`config.mk`:
```
export PLATFORM = sky130hd
export DESIGN_NAME = pdm_cic_sched
export DESIGN_NICKNAME = d
export VERILOG_FILES = /design/src/rtl/pdm_cic_pkg.sv /design/src/rtl/pdm_clkgen.sv /design/src/rtl/pdm_cic_sched.sv
export SDC_FILE = /design/constraint.sdc
export NUM_CORES = 1
export LEC_CHECK = 0
export CAP_MARGIN = 20
export CORE_ASPECT_RATIO = 0.6
export CORE_UTILIZATION = 49
export DETAILED_ROUTE_END_ITERATION = 8
export GPL_TIMING_DRIVEN = 0
export HOLD_SLACK_MARGIN = 0.02
export PLACE_DENSITY = 0.8
export SLEW_MARGIN = 15
export SYNTH_ARGS = -nofsm -noshare
export SYNTH_HDL_FRONTEND = slang
export SYNTH_HIERARCHICAL = 1
export SYNTH_SLANG_ARGS = --single-unit
```
`constraint.sdc`:
```
create_clock -name clk_i -period 3.7 [get_ports clk_i]
set_input_delay 0.37 -clock clk_i [delete_from_list [all_inputs] [get_ports clk_i]]
set_output_delay 0.37 -clock clk_i [all_outputs]
set_load 0.01 [all_outputs]
```
`src/rtl/pdm_cic_pkg.sv`:
```
// Shared state encoding and parameter defaults for the stereo PDM / CIC sequencer.
package pdm_cic_pkg;

   localparam int OSR_DEF   = 32;
   localparam int DW_DEF    = 12;
   localparam int DIV_W_DEF = 8;
   localparam int WARM_DEF  = 2;
   localparam int DIV_MIN   = 2;

   typedef enum logic [1:0] {
      ST_IDLE  = 2'd0,
      ST_FLUSH = 2'd1,
      ST_RUN   = 2'd2
   } state_e;

endpackage

```
`src/rtl/pdm_clkgen.sv`:
```
// PDM microphone clock divider: clamped half-period, re-sampled at every toggle,
// with one-cycle rise/fall strobes marking the toggle cycles.
module pdm_clkgen
   import pdm_cic_pkg::*;
#(
   parameter int DIV_W = DIV_W_DEF
) (
   input  logic             clk_i,
   input  logic             rst_i,
   input  logic             run_i,
   input  logic             clear_i,
   input  logic [DIV_W-1:0] div_i,
   output logic             pdm_clk_o,
   output logic             rise_o,
   output logic             fall_o
);

   logic [DIV_W-1:0] hc_q;
   logic [DIV_W-1:0] hc_d;
   logic [DIV_W-1:0] div_eff_q;
   logic [DIV_W-1:0] div_eff_d;
   logic [DIV_W-1:0] div_cl_s;
   logic             pdm_clk_q;
   logic             pdm_clk_d;
   logic             tog_s;

   assign div_cl_s = (div_i < DIV_W'(DIV_MIN)) ? DIV_W'(DIV_MIN) : div_i;

   always_comb begin
      hc_d      = hc_q;
      div_eff_d = div_eff_q;
      pdm_clk_d = pdm_clk_q;
      tog_s     = 1'b0;
      if (clear_i) begin
         hc_d      = {DIV_W{1'b0}};
         pdm_clk_d = 1'b0;
         div_eff_d = div_cl_s;
      end else if (run_i) begin
         if (hc_q == div_eff_q - DIV_W'(1'b1)) begin
            // New divider value only ever applies to a whole half-period.
            tog_s     = 1'b1;
            hc_d      = {DIV_W{1'b0}};
            pdm_clk_d = ~pdm_clk_q;
            div_eff_d = div_cl_s;
         end else begin
            hc_d = hc_q + DIV_W'(1'b1);
         end
      end else begin
         hc_d      = {DIV_W{1'b0}};
         pdm_clk_d = 1'b0;
      end
   end

   always_ff @(posedge clk_i) begin
      if (rst_i) begin
         hc_q      <= {DIV_W{1'b0}};
         div_eff_q <= DIV_W'(DIV_MIN);
         pdm_clk_q <= 1'b0;
      end else begin
         hc_q      <= hc_d;
         div_eff_q <= div_eff_d;
         pdm_clk_q <= pdm_clk_d;
      end
   end

   assign rise_o    = tog_s & ~pdm_clk_q;
   assign fall_o    = tog_s &  pdm_clk_q;
   assign pdm_clk_o = pdm_clk_q;

endmodule

```
`src/rtl/pdm_cic_sched.sv`:
```
// Stereo PDM front-end: sequences two CIC decimators, demuxes L/R bits, discards
// warm-up frames and presents one sample pair per OSR PDM periods on valid/ready.
module pdm_cic_sched
   import pdm_cic_pkg::*;
#(
   parameter int OSR   = OSR_DEF,
   parameter int DW    = DW_DEF,
   parameter int DIV_W = DIV_W_DEF,
   parameter int WARM  = WARM_DEF
) (
   input  logic             clk_i,
   input  logic             rst_i,
   input  logic             en_i,
   input  logic [DIV_W-1:0] div_i,
   output logic             pdm_clk_o,
   input  logic             pdm_dat_i,
   output logic             cic_rst_o,
   output logic             cic_din_l_o,
   output logic             cic_din_r_o,
   output logic             cic_we_l_o,
   output logic             cic_we_r_o,
   input  logic [DW-1:0]    cic_out_l_i,
   input  logic [DW-1:0]    cic_out_r_i,
   output logic [DW-1:0]    smp_l_o,
   output logic [DW-1:0]    smp_r_o,
   output logic             smp_valid_o,
   input  logic             smp_ready_i,
   output logic             overrun_o,
   input  logic             clr_ovr_i
);

   localparam int BIT_W  = $clog2(OSR);
   localparam int WARM_W = $clog2(WARM + 1);

   state_e            state_q;
   state_e            state_d;
   logic              run_s;
   logic              clear_s;
   logic              rise_s;
   logic              fall_s;
   logic              last_bit_s;
   logic              capture_s;
   logic              xfer_s;
   logic              ovr_set_s;

   logic              din_l_q;
   logic              din_l_d;
   logic              din_r_q;
   logic              din_r_d;
   logic              we_l_q;
   logic              we_l_d;
   logic              we_r_q;
   logic              we_r_d;
   logic              cic_rst_q;
   logic              cic_rst_d;
   logic [BIT_W-1:0]  bit_cnt_q;
   logic [BIT_W-1:0]  bit_cnt_d;
   logic              trig_q;
   logic              trig_d;
   logic [WARM_W-1:0] warm_q;
   logic [WARM_W-1:0] warm_d;
   logic [DW-1:0]     smp_l_q;
   logic [DW-1:0]     smp_l_d;
   logic [DW-1:0]     smp_r_q;
   logic [DW-1:0]     smp_r_d;
   logic              valid_q;
   logic              valid_d;
   logic              ovr_q;
   logic              ovr_d;

   // Dropping en stops the clock and strobes in the same cycle it is seen.
   assign run_s      = (state_q == ST_RUN) && en_i;
   assign clear_s    = (state_q == ST_FLUSH);
   assign last_bit_s = (bit_cnt_q == BIT_W'(OSR - 1));
   assign xfer_s     = valid_q & smp_ready_i;

   pdm_clkgen #(
      .DIV_W (DIV_W)
   ) u_clkgen (
      .clk_i     (clk_i),
      .rst_i     (rst_i),
      .run_i     (run_s),
      .clear_i   (clear_s),
      .div_i     (div_i),
      .pdm_clk_o (pdm_clk_o),
      .rise_o    (rise_s),
      .fall_o    (fall_s)
   );

   always_comb begin
      state_d = state_q;
      case (state_q)
         ST_IDLE: begin
            if (en_i) begin
               state_d = ST_FLUSH;
            end else begin
               state_d = ST_IDLE;
            end
         end
         ST_FLUSH: begin
            state_d = ST_RUN;
         end
         ST_RUN: begin
            if (!en_i) begin
               state_d = ST_IDLE;
            end else begin
               state_d = ST_RUN;
            end
         end
         default: begin
            state_d = ST_IDLE;
         end
      endcase
   end

   always_comb begin
      din_l_d   = din_l_q;
      din_r_d   = din_r_q;
      we_l_d    = rise_s;
      we_r_d    = fall_s;
      cic_rst_d = (state_d != ST_RUN);
      if (rise_s) begin
         din_l_d = pdm_dat_i;
      end else begin
         din_l_d = din_l_q;
      end
      if (fall_s) begin
         din_r_d = pdm_dat_i;
      end else begin
         din_r_d = din_r_q;
      end
   end

   always_comb begin
      bit_cnt_d = bit_cnt_q;
      warm_d    = warm_q;
      trig_d    = 1'b0;
      capture_s = 1'b0;
      if (clear_s) begin
         bit_cnt_d = {BIT_W{1'b0}};
         warm_d    = {WARM_W{1'b0}};
      end else begin
         if (we_r_q) begin
            // Both CIC outputs are settled the cycle after the last right write.
            trig_d = last_bit_s;
            if (last_bit_s) begin
               bit_cnt_d = {BIT_W{1'b0}};
            end else begin
               bit_cnt_d = bit_cnt_q + BIT_W'(1'b1);
            end
         end else begin
            bit_cnt_d = bit_cnt_q;
         end
         if (trig_q) begin
            if (warm_q < WARM_W'(WARM)) begin
               warm_d = warm_q + WARM_W'(1'b1);
            end else begin
               capture_s = 1'b1;
            end
         end else begin
            warm_d = warm_q;
         end
      end
   end

   always_comb begin
      smp_l_d   = smp_l_q;
      smp_r_d   = smp_r_q;
      valid_d   = valid_q;
      ovr_set_s = 1'b0;
      if (capture_s) begin
         if (valid_q && !smp_ready_i) begin
            ovr_set_s = 1'b1;
            valid_d   = 1'b1;
         end else begin
            smp_l_d = cic_out_l_i;
            smp_r_d = cic_out_r_i;
            valid_d = 1'b1;
         end
      end else if (xfer_s) begin
         valid_d = 1'b0;
      end else begin
         valid_d = valid_q;
      end
      if (ovr_set_s) begin
         ovr_d = 1'b1;
      end else if (clr_ovr_i) begin
         ovr_d = 1'b0;
      end else begin
         ovr_d = ovr_q;
      end
   end

   always_ff @(posedge clk_i) begin
      if (rst_i) begin
         state_q   <= ST_IDLE;
         din_l_q   <= 1'b0;
         din_r_q   <= 1'b0;
         we_l_q    <= 1'b0;
         we_r_q    <= 1'b0;
         cic_rst_q <= 1'b1;
         bit_cnt_q <= {BIT_W{1'b0}};
         trig_q    <= 1'b0;
         warm_q    <= {WARM_W{1'b0}};
         smp_l_q   <= {DW{1'b0}};
         smp_r_q   <= {DW{1'b0}};
         valid_q   <= 1'b0;
         ovr_q     <= 1'b0;
      end else begin
         state_q   <= state_d;
         din_l_q   <= din_l_d;
         din_r_q   <= din_r_d;
         we_l_q    <= we_l_d;
         we_r_q    <= we_r_d;
         cic_rst_q <= cic_rst_d;
         bit_cnt_q <= bit_cnt_d;
         trig_q    <= trig_d;
         warm_q    <= warm_d;
         smp_l_q   <= smp_l_d;
         smp_r_q   <= smp_r_d;
         valid_q   <= valid_d;
         ovr_q     <= ovr_d;
      end
   end

   assign cic_rst_o   = cic_rst_q;
   assign cic_din_l_o = din_l_q;
   assign cic_din_r_o = din_r_q;
   assign cic_we_l_o  = we_l_q;
   assign cic_we_r_o  = we_r_q;
   assign smp_l_o     = smp_l_q;
   assign smp_r_o     = smp_r_q;
   assign smp_valid_o = valid_q;
   assign overrun_o   = ovr_q;

endmodule

```
### After elaboration in Yosys (flattened, before gate mapping)

Cells that the tools add are included.

| cells by class | value |
|---|---|
| bitwise gates (word level) | 7 |
| mux-type cells | 20 |
| add/sub/neg operators | 4 |
| magnitude comparators | 2 |
| reductions and logical operators | 15 |
| eq/ne operators | 5 |

Operators with widths:

| cell | number |
|---|---|
| $mux 8 | 4 |
| $mux 1 | 13 |
| $add 8x1->8 const B | 1 |
| $eq 8x8->1 | 1 |
| $lt 8x2->1 const B | 1 |
| $reduce_bool 2->1 | 4 |
| $sub 8x1->8 const B | 1 |
| $pmux 2 s3 | 1 |
| $reduce_and 2->1 | 3 |
| $reduce_or 3->1 | 2 |
| $add 5x1->5 const B | 1 |
| $eq 5x5->1 const B | 1 |
| $mux 5 | 1 |
| $not 1->1 | 4 |
| $reduce_or 4->1 | 1 |
| $and 1x1->1 | 3 |
| $add 2x1->2 const B | 1 |
| $eq 2x1->1 const B | 1 |
| $eq 2x2->1 const B | 1 |
| $logic_and 1x1->1 | 2 |
| $logic_not 2->1 | 1 |
| $lt 2x2->1 const B | 1 |
| $mux 2 | 1 |
| $ne 2x2->1 const B | 1 |
| other kinds (2) | 2 |

| storage, ports and cells | value |
|---|---|
| register bits after elaboration | 58 |

### Depth between registers and ports, before layout

Gate-level depths: netlist of run 1.

| depth | value |
|---|---|
| depth in word-level cells | 6 |
| depth in mapped cells | 9 |
| gate-level depth less buffers | 9 |

### By module

The synthesis of run 1 kept the hierarchy.

Modules (own cells, without submodules):

| module | cells each | sequential area each (µm²) | area an instance (µm²) | times used |
|---|---|---|---|---|
| pdm_cic_sched | 173 | 820.8 | 1752.9 | 1 |
| pdm_clkgen | 107 | 340.3 | 983.4 | 1 |

### Least setup slack after synthesis of run 1

No wires, ideal clock.

| timing path | value |
|---|---|
| path kind | register to register |
| start point | register u_clkgen.div_eff_q[0] |
| end point | register din_l_q (netlist: cic_din_l_o) |
| cell stages (with the launch flop) | 10 |
| data arrival time | 2.522 ns |
| library setup time | 0.126 ns |
| slack | 1.052 ns |
| period minus slack after synthesis | 2.648 ns |
| buffers on the path | 0 |
| path through | dfxtp_1 > inv_1 > ha_1 > or3b_2 > o31a_1 > a211o_1 > a211oi_4 > nor4bb_1 > mux2i_1 > nor2_1 |

| on the way | value |
|---|---|
| longest elaborated chain between the ends | 6 |

Ends and longest elaborated chain:

| element | RTL line | text |
|---|---|---|
| start: declaration | pdm_clkgen.sv:20 | `logic [DIV_W-1:0] div_eff_q;` |
| start signal: assignment | pdm_clkgen.sv:57 | `div_eff_q <= DIV_W'(DIV_MIN);` |
| start signal: assignment | pdm_clkgen.sv:61 | `div_eff_q <= div_eff_d;` |
| $sub 8x1->8 | pdm_clkgen.sv:39 | `if (hc_q == div_eff_q - DIV_W'(1'b1)) begin` |
| $eq 8x8->1 | pdm_clkgen.sv:39 |  |
| $mux 1 | pdm_clkgen.sv:39 |  |
| $mux 1 | pdm_clkgen.sv:38 | `end else if (run_i) begin` |
| $mux 1 | pdm_clkgen.sv:34 | `if (clear_i) begin` |
| $and 1x1->1 | pdm_clkgen.sv:66 | `assign rise_o = tog_s & ~pdm_clk_q;` |
| named net rise_s | pdm_cic_sched.sv:39 | `logic rise_s;` |
| end signal: assignment | pdm_cic_sched.sv:211 | `din_l_q <= din_l_d;` |
| end: declaration | pdm_cic_sched.sv:46 | `logic din_l_q;` |

The timed path passes the listed nets, and every way through them passes these cells.
A chain may end at the register's enable or synchronous reset.

### Worst setup path in the final report of run 1

Ends and elaborated chain as after synthesis.

==> results summary, run 1 <==
The net switching share of the total power came out at a little over a fifth. Port buffering added roughly 70 buffers. The final sum of negative setup slack came out at 0 ns. The area growth from synthesis to layout is 36.3%. The most used flip-flop cell after synthesis is dfxtp_1.

The vertical die dimension is 59.9 um. The placeable core area came out at around 5200 um2. The part of the cycle the worst path needs came out at between 80 and 90%. Setup repair after global routing left no endpoint under its margin. The worst slew margin relative to its limit came out at about half. The tree is rooted in a clkbuf_8. Timing analysis after detailed placement gives a worst setup slack of 0.692 ns. The clock share of power came out at between 40% and 50%.

The worst hold path begins at state_q[1]$_SDFF_PP0_. The number of buffers created by CTS is 9. The global-route usage over all layers is 22.4%. The number of max-slew violations in the final report came out at 0. For this configuration, the core starts out at a cell density of between 50 and 60%. The post-synthesis instance area is ~2700 um2. The initial antenna violation count came out at 0. The clock insertion delay at the later pin of the skew report is around 0.33 ns. The flow ran to the end, but the final reports show violations. The detailed-route DRC error count is 6. The critical register-to-register path startpoint is u_clkgen/div_eff_q[0]$_SDFFE_PP0P_. The worst hold path class is flop to flop. The largest voltage drop on the vdd net is roughly 350 uV. In this run the mean area of a mapped cell was approximately 9.8 um2.

The sequential element share of the synthesized area came out at a little over two fifths. The cell area power density is 374 nW/um2. Summed over all nets, the switching power comes to 0.299 mW. The number of global-route vias before repair was ~2.1k.

Summed over all layers, the global routing overflow is 0. The number of violations of the max-capacitance limit is 0. The type of the worst setup path is flop to flop. In this run, the combinational gates consume between 8 and 9% of the power. Entering global routing, the biggest net connects 12 pins. STA classifies the critical path startpoint as a flop. The share of total power dissipated in sequential elements is 45.8%. The final-report hold violation count is 0.

The sum of routed wire length over all layers is about 6000 um. The number of library cell types mapped by synthesis came out at 45. At the worst endpoint, the arrival time is approximately 3.3 ns. The number of nets produced by synthesis came out at 323. The end of the worst register-to-register path is cic_din_l_o$_SDFFE_PP0P_. The slack of the worst reg-to-reg path came out at roughly 0.64 ns. The number of ports placed on the die boundary came out at 70. For the worst setup path, the data required time is 3.90 ns. The number of DRC markers after the initial detailed-route iteration came out at between 70 and 80.

The count of buffers added by post-CTS timing repair for setup came out at 0. The number of warnings issued by yosys is 6. In this run the worst setup path begins at u_clkgen/div_eff_q[0]$_SDFFE_PP0P_. The worst setup margin came out at between 0.6 and 0.7 ns.

In the final routed layout, each cell accounts on average for about 14 um. The number of gates given a new drive strength after cts came out at 0. The chip width came out at around 98 um. The highest attainable clock frequency came out at roughly 0.33 GHz. The endpoint of the worst hold-timing path is state_q[0]$_SDFF_PP0_. In this run the number of H-tree levels came out at 3. The share of synthesized flip-flops with an asynchronous set or reset came out at 0%. In the layout the commonest cells are clkdlybuf4s50_1, nand2b_1, dfxtp_1. The final period demand of the worst path came out at approximately 3 ns. The worst reg2reg path depth is 9. The number of search-and-repair iterations in the first detailed-routing pass came out at 7. The half-perimeter wire length of the detailed placement result came out at ~4300 um. The buffer depth of the longest clock path came out at 2. The most common library cell in the layout ignoring fill and taps is clkdlybuf4s50_1. STA classifies the critical path endpoint as a flop. In the final design database the tool counted around 400 nets. The number of antenna cells inserted came out at 0.

The number of core rows came out at 20. The layout cell share with drive strength beyond 1 came out at approximately 7.4%. After clock tree synthesis, the clock-pin slew on the worst setup and hold paths is ~0.060 ns. The count of antenna-violating nets left after detailed routing is 0. The number of setup violations in the final report came out at 0. After technology mapping, the gate count stands at 280.

The static leakage came out at between 1 and 1.5 nW. The floorplan die area came out at 5900 um2. The global placer's final weighted congestion is ~0.84.

The number of cells on the worst hold path is 1. The total via count in the routed design is approximately 2.2k. The actual slew at the worst max-slew pin is roughly 0.72 ns. The number of hold buffers added after CTS is 0. The synthesized design contains 0 enable-type register cells. The worst clock skew is 0.00887 ns. The internal power of the cells totals between 1 and 1.5 mW.

TritonCTS built the clock tree. The final reports fail on design-rule violations. Synthesis inferred between 50 and 60 register bits.

In the routed layout, each cell is associated on average with a via count of between 5 and 6. The total clock sinks is 58. Of all nets on the critical path, the largest fanout is 7. The global-route wire length before repair came out at 10100 um.
==> how the worst max path moves through the flow <==
| stage | to | slack [ns] | cells past startpoint |
|---|---|---|---|
| final | cic_din_l_o$_SDFFE_PP0P_ | 0.64 | 9 |
| after global routing | cic_din_l_o$_SDFFE_PP0P_ | 0.54 | 9 |
| after CTS | cic_din_l_o$_SDFFE_PP0P_ | 0.67 | 9 |
| after detailed placement | cic_din_l_o$_SDFFE_PP0P_ | 0.69 | 9 |
| after global placement | cic_din_l_o$_SDFFE_PP0P_ | 0.72 | 9 |
| after floorplan | cic_din_l_o$_SDFFE_PP0P_ | 1.05 | 9 |
==> cell families after synthesis <==
group | Yosys count | synth area share [%]
AND/OR/NAND/NOR | 123 | 27.5
flip-flops | 58 | 42.4
multiplexers | 36 | 13.2
AO/OA/AOI/OAI | 21 | 5.72
buffers and inverters | 21 | 3.80
XOR/XNOR | 16 | 5.12
adder cells (fa/ha/maj) | 5 | 2.29
==> sequential cells by signal, indices dropped and copies added, names as in the netlist <==
register and count:
bit_cnt_q 5, cic_din_l_o 1, cic_din_r_o 1, cic_rst_o 1
cic_we_l_o 1, cic_we_r_o 1, overrun_o 1, smp_l_o 12
smp_r_o 12, smp_valid_o 1, state_q 2, trig_q 1
u_clkgen/div_eff_q 8, u_clkgen/hc_q 8, u_clkgen/pdm_clk_o 1, warm_q 2
==> per-stage QoR <==
stage | instance area, um2 | power [mW] | util, % | cells | hold slack (ns)
after floorplan | 2740 | 0.713 | - | 280 | 0.424
after global placement | 3510 | 0.769 | 67.4 | 415 | 0.433
after detailed placement | 3510 | 0.772 | 67.4 | 415 | 0.446
after CTS | 3730 | 1.41 | 71.6 | 431 | 0.453
after global routing | 3730 | 1.45 | 71.6 | 431 | 0.487
final | 3730 | 1.40 | 71.6 | 431 | 0.457
==> area by class of cell <==
cell class / count / area, um2
sequential: 58 / 1160
tap: 66 / 82.6
inverter: 8 / 30.0
multi-input combinational: 201 / 1470
fill: 402 / 1480
clock buffer: 11 / 141
clock inverter: 5 / 77.6
buffer: 13 / 73.8
timing repair buffer: 69 / 691
==> power groups by stage <==
| stage | logic, mW | registers [mW] | clock network [mW] |
|---|---|---|---|
| after floorplan | 0.0619 | 0.651 | 0 |
| after global placement | 0.116 | 0.653 | 0 |
| after detailed placement | 0.119 | 0.653 | 0 |
| after CTS | 0.120 | 0.639 | 0.653 |
| after global routing | 0.130 | 0.640 | 0.684 |
| final | 0.119 | 0.639 | 0.638 |
==> cells in the mapped netlist, types with 2 or more instances <==
library cell | n | area share [%]
nor3_1 | 2 | 0.37
clkbuf_1 | 9 | 1.2
o21ai_0 | 2 | 0.37
buf_2 | 2 | 0.37
nor2_1 | 20 | 2.7
xnor2_1 | 8 | 2.6
ha_1 | 5 | 2.3
nor4bb_1 | 2 | 0.73
nand2_1 | 4 | 0.55
xor2_1 | 8 | 2.6
inv_1 | 7 | 0.96
dfxtp_1 | 58 | 42
or3_1 | 2 | 0.46
or4_1 | 3 | 0.82
buf_8 | 2 | 1.1
and3_1 | 3 | 0.69
nor2b_1 | 5 | 1.1
a21oi_1 | 6 | 1.1
nand2b_1 | 62 | 14
o211ai_1 | 2 | 0.55
a31oi_1 | 2 | 0.46
nor4_1 | 2 | 0.46
mux2i_1 | 36 | 13
nand3_1 | 7 | 1.3
==> critical path, stage by stage, from the launching register on <==
cell	delay [ns]
dfxtp_1	0.38
inv_1	0.09
ha_1	0.22
or3b_2	0.50
o31a_1	0.28
a211o_1	0.31
a211oi_4	0.36
nor4bb_1	0.52
mux2i_1	0.24
nor2_1	0.05
==> metal layers <==
layer / GRT usage [%] / part of all wire (%)
met1: 29.5 / 52
met2: 35.2 / 42
met3: 7.02 / 5.5
met4: 7.68 / 0.66
met5: 0 / 0
(Power assumes the default switching activity.)
==> run 2, diff against run 1 <==
clock period = 3.1 ns   (was 3.7 ns; I/O delays follow)
==> results summary, run 2 (same netlist as run 1, synthesis figures left out) <==
The run finished, with violations left. The final reports fail on design-rule violations. Buffers placed on the I/O ports in this run total roughly 70.

The number of global-route vias before repair came to 2149. STA classifies the critical path endpoint as a flop. Setup repair after global routing left no endpoint under its margin. Summed over all failing endpoints, the final setup total negative slack is 0 ns.

The clock insertion delay at the later pin of the skew report is 0.33 ns. The die covers about 5900 um2. At the end of routability-driven placement, the weighted congestion stood at about 0.84. The number of ports placed on the die boundary came out at 70.

The total overflow reported by the global router came out at 0. The global-route usage over all layers came out at 22.4%. For the pin with the worst max-slew slack, the measured transition is 0.685 ns.

The overall power after layout came out at approximately 1.7 mW. The placeable core area is approximately 5200 um2. In this run the number of H-tree levels came out at 3. The final-report hold violation count came out at 0. The part of the cycle the worst path needs is ~95%.

The slowest stage of the critical path is the or3b_2 cell. The clock slew seen by the registers of the worst setup and hold paths is ~0.06 ns. The cell area power density came out at 446 nW/um2. The detailed-route DRC error count came out at 6.

The number of violations of the max-capacitance limit came out at 0. The area growth from synthesis to layout is 36.5%. The most common library cell in the layout ignoring fill and taps is clkdlybuf4s50_1.

Among cell families on the critical path, the largest total delay comes from compound AO/OA/AOI/OAI gates. STA puts the critical path data arrival time at approximately 3.2 ns. The routed wirelength normalized by instance count came out at 13.7 um. The worst endpoint required time is about 3.3 ns. The number of DRC markers after the initial detailed-route iteration is 80. Setup violations remaining at the end of the flow were counted as 0. The initial antenna violation count came to 0. The buffer depth of the longest clock path is 2. The routed design could run at a clock period as short as 2.95 ns.

The sum of routed wire length over all layers is just under 6000 um. The static leakage came out at 1.39 nW. The average vias per placed instance came out at between 5 and 6. The number of core rows is 20. The number of search-and-repair iterations in the first detailed-routing pass came out at 7. Detailed placement ended at an HPWL of around 4300 um. The highest attainable clock frequency is between 0.3 and 0.4 GHz. Counting every sink on the clock net gives 58. 0 antenna diodes ended up in the layout. The worst setup path is launched from a flop. The chip width is 98.5 um. The clock tree root buffer cell is clkbuf_8. The total via count in the routed design came out at 2162.

VDD sags by at most between 400 and 500 uV. TritonCTS built the clock tree. In the final layout, the multi-input gates occupy approximately 1500 um2. The count of antenna-violating nets left after detailed routing came out at 0. In this run the worst hold path is classified as flop to flop. The first global-routing pass estimated between 10000 and 15000 um of wire. In the final design database the tool counted 403 nets. Cells with a size suffix above 1 make up under 10% of the layout.

Headroom to the max-slew limit came out at between 50% and 60%. Once the floorplan was initialized, standard cells occupied a little over half of the core. Counting both buffers and inverters, the worst setup path holds a total of 1. The longest individual stage delay on the worst path is 0.49 ns.

The worst clock skew is between 0.009 and 0.01 ns. The number of buffers created by CTS came out at 9. The number of max-slew violations in the final report came out at 0. The floorplan step set the die height to around 60 um. Entering global routing, the biggest net connects 12 pins.

The type of the worst setup path is flop to flop. The register area came out at 1160 um2. In the layout the commonest cells are clkdlybuf4s50_1, nand2b_1, dfxtp_1. The signal on the critical path passes through inv_1 > ha_1 > or3b_2 > o31a_1 > a211o_1 > a211oi_4 > nor4bb_2 > mux2i_1 > nor2_1. The filler cell count in the final layout came out at 400. In this run the worst path has a maximum fanout of 7.
run 2: per-layer routing:
layer	share of wire, %	GRT usage, %	routed length [um]
met3	5.4	7.02	317
met4	0.66	7.68	39
met5	0	0	0
met1	52	29.5	3030
met2	42	35.2	2500
run 2: worst paths after layout:
check | start | to | slack [ns] | depth (start not counted)
worst min register to register | state_q[1]$_SDFF_PP0_ | state_q[0]$_SDFF_PP0_ | 0.45 | 1
worst max register to register | u_clkgen/div_eff_q[0]$_SDFFE_PP0P_ | cic_din_l_o$_SDFFE_PP0P_ | 0.15 | 9
worst max-delay path | u_clkgen/div_eff_q[0]$_SDFFE_PP0P_ | cic_din_l_o$_SDFFE_PP0P_ | 0.15 | 9
worst min-delay path | state_q[1]$_SDFF_PP0_ | state_q[0]$_SDFF_PP0_ | 0.45 | 1
run 2: worst register-to-register path, stage by stage (launching register included):
cell,delay (ns)
dfxtp_1,0.38
inv_1,0.09
ha_1,0.22
or3b_2,0.49
o31a_1,0.28
a211o_1,0.31
a211oi_4,0.37
nor4bb_2,0.42
mux2i_1,0.23
nor2_1,0.05
run 2: timing repair:
item / in CTS / in global routing
resized for setup: 0 / 1
hold buffers: 0 / 0
endpoints found under the setup margin: 0 / 1
buffers inserted: 0 / 0
run 2: area by class of cell:
type | count | area share, %
inverters | 8 | 0.804
multi-input cells | 201 | 39.6
flip-flops and latches | 58 | 31.1
clock buffers | 11 | 3.79
clock inverters | 5 | 2.08
plain buffers | 13 | 1.98
repair buffers | 69 | 18.5
well taps | 66 | 2.21
run 2: where the power goes:
group / internal [mW] / switching, mW / leakage (nW) / total [mW]
Sequential: 0.753 / 0.00981 / 0.468 / 0.763
Combinational: 0.0847 / 0.0578 / 0.810 / 0.142
Clock: 0.472 / 0.290 / 0.109 / 0.762
Total: 1.31 / 0.357 / 1.39 / 1.67
run 2: per-stage QoR:
stage / instance area, um2 / cells / hold WS (ns) / setup WS, ns / util (%)
3_3_place_gp: 3510 / 415 / 0.433 / 0.125 / 67.4
3_5_place_dp: 3510 / 415 / 0.446 / 0.0921 / 67.4
2_1_floorplan: 2740 / 280 / 0.424 / 0.452 / -
5_1_grt: 3730 / 431 / 0.487 / 0.0336 / 71.8
4_1_cts: 3730 / 431 / 0.453 / 0.0676 / 71.6
6_report: 3730 / 431 / 0.455 / 0.148 / 71.8
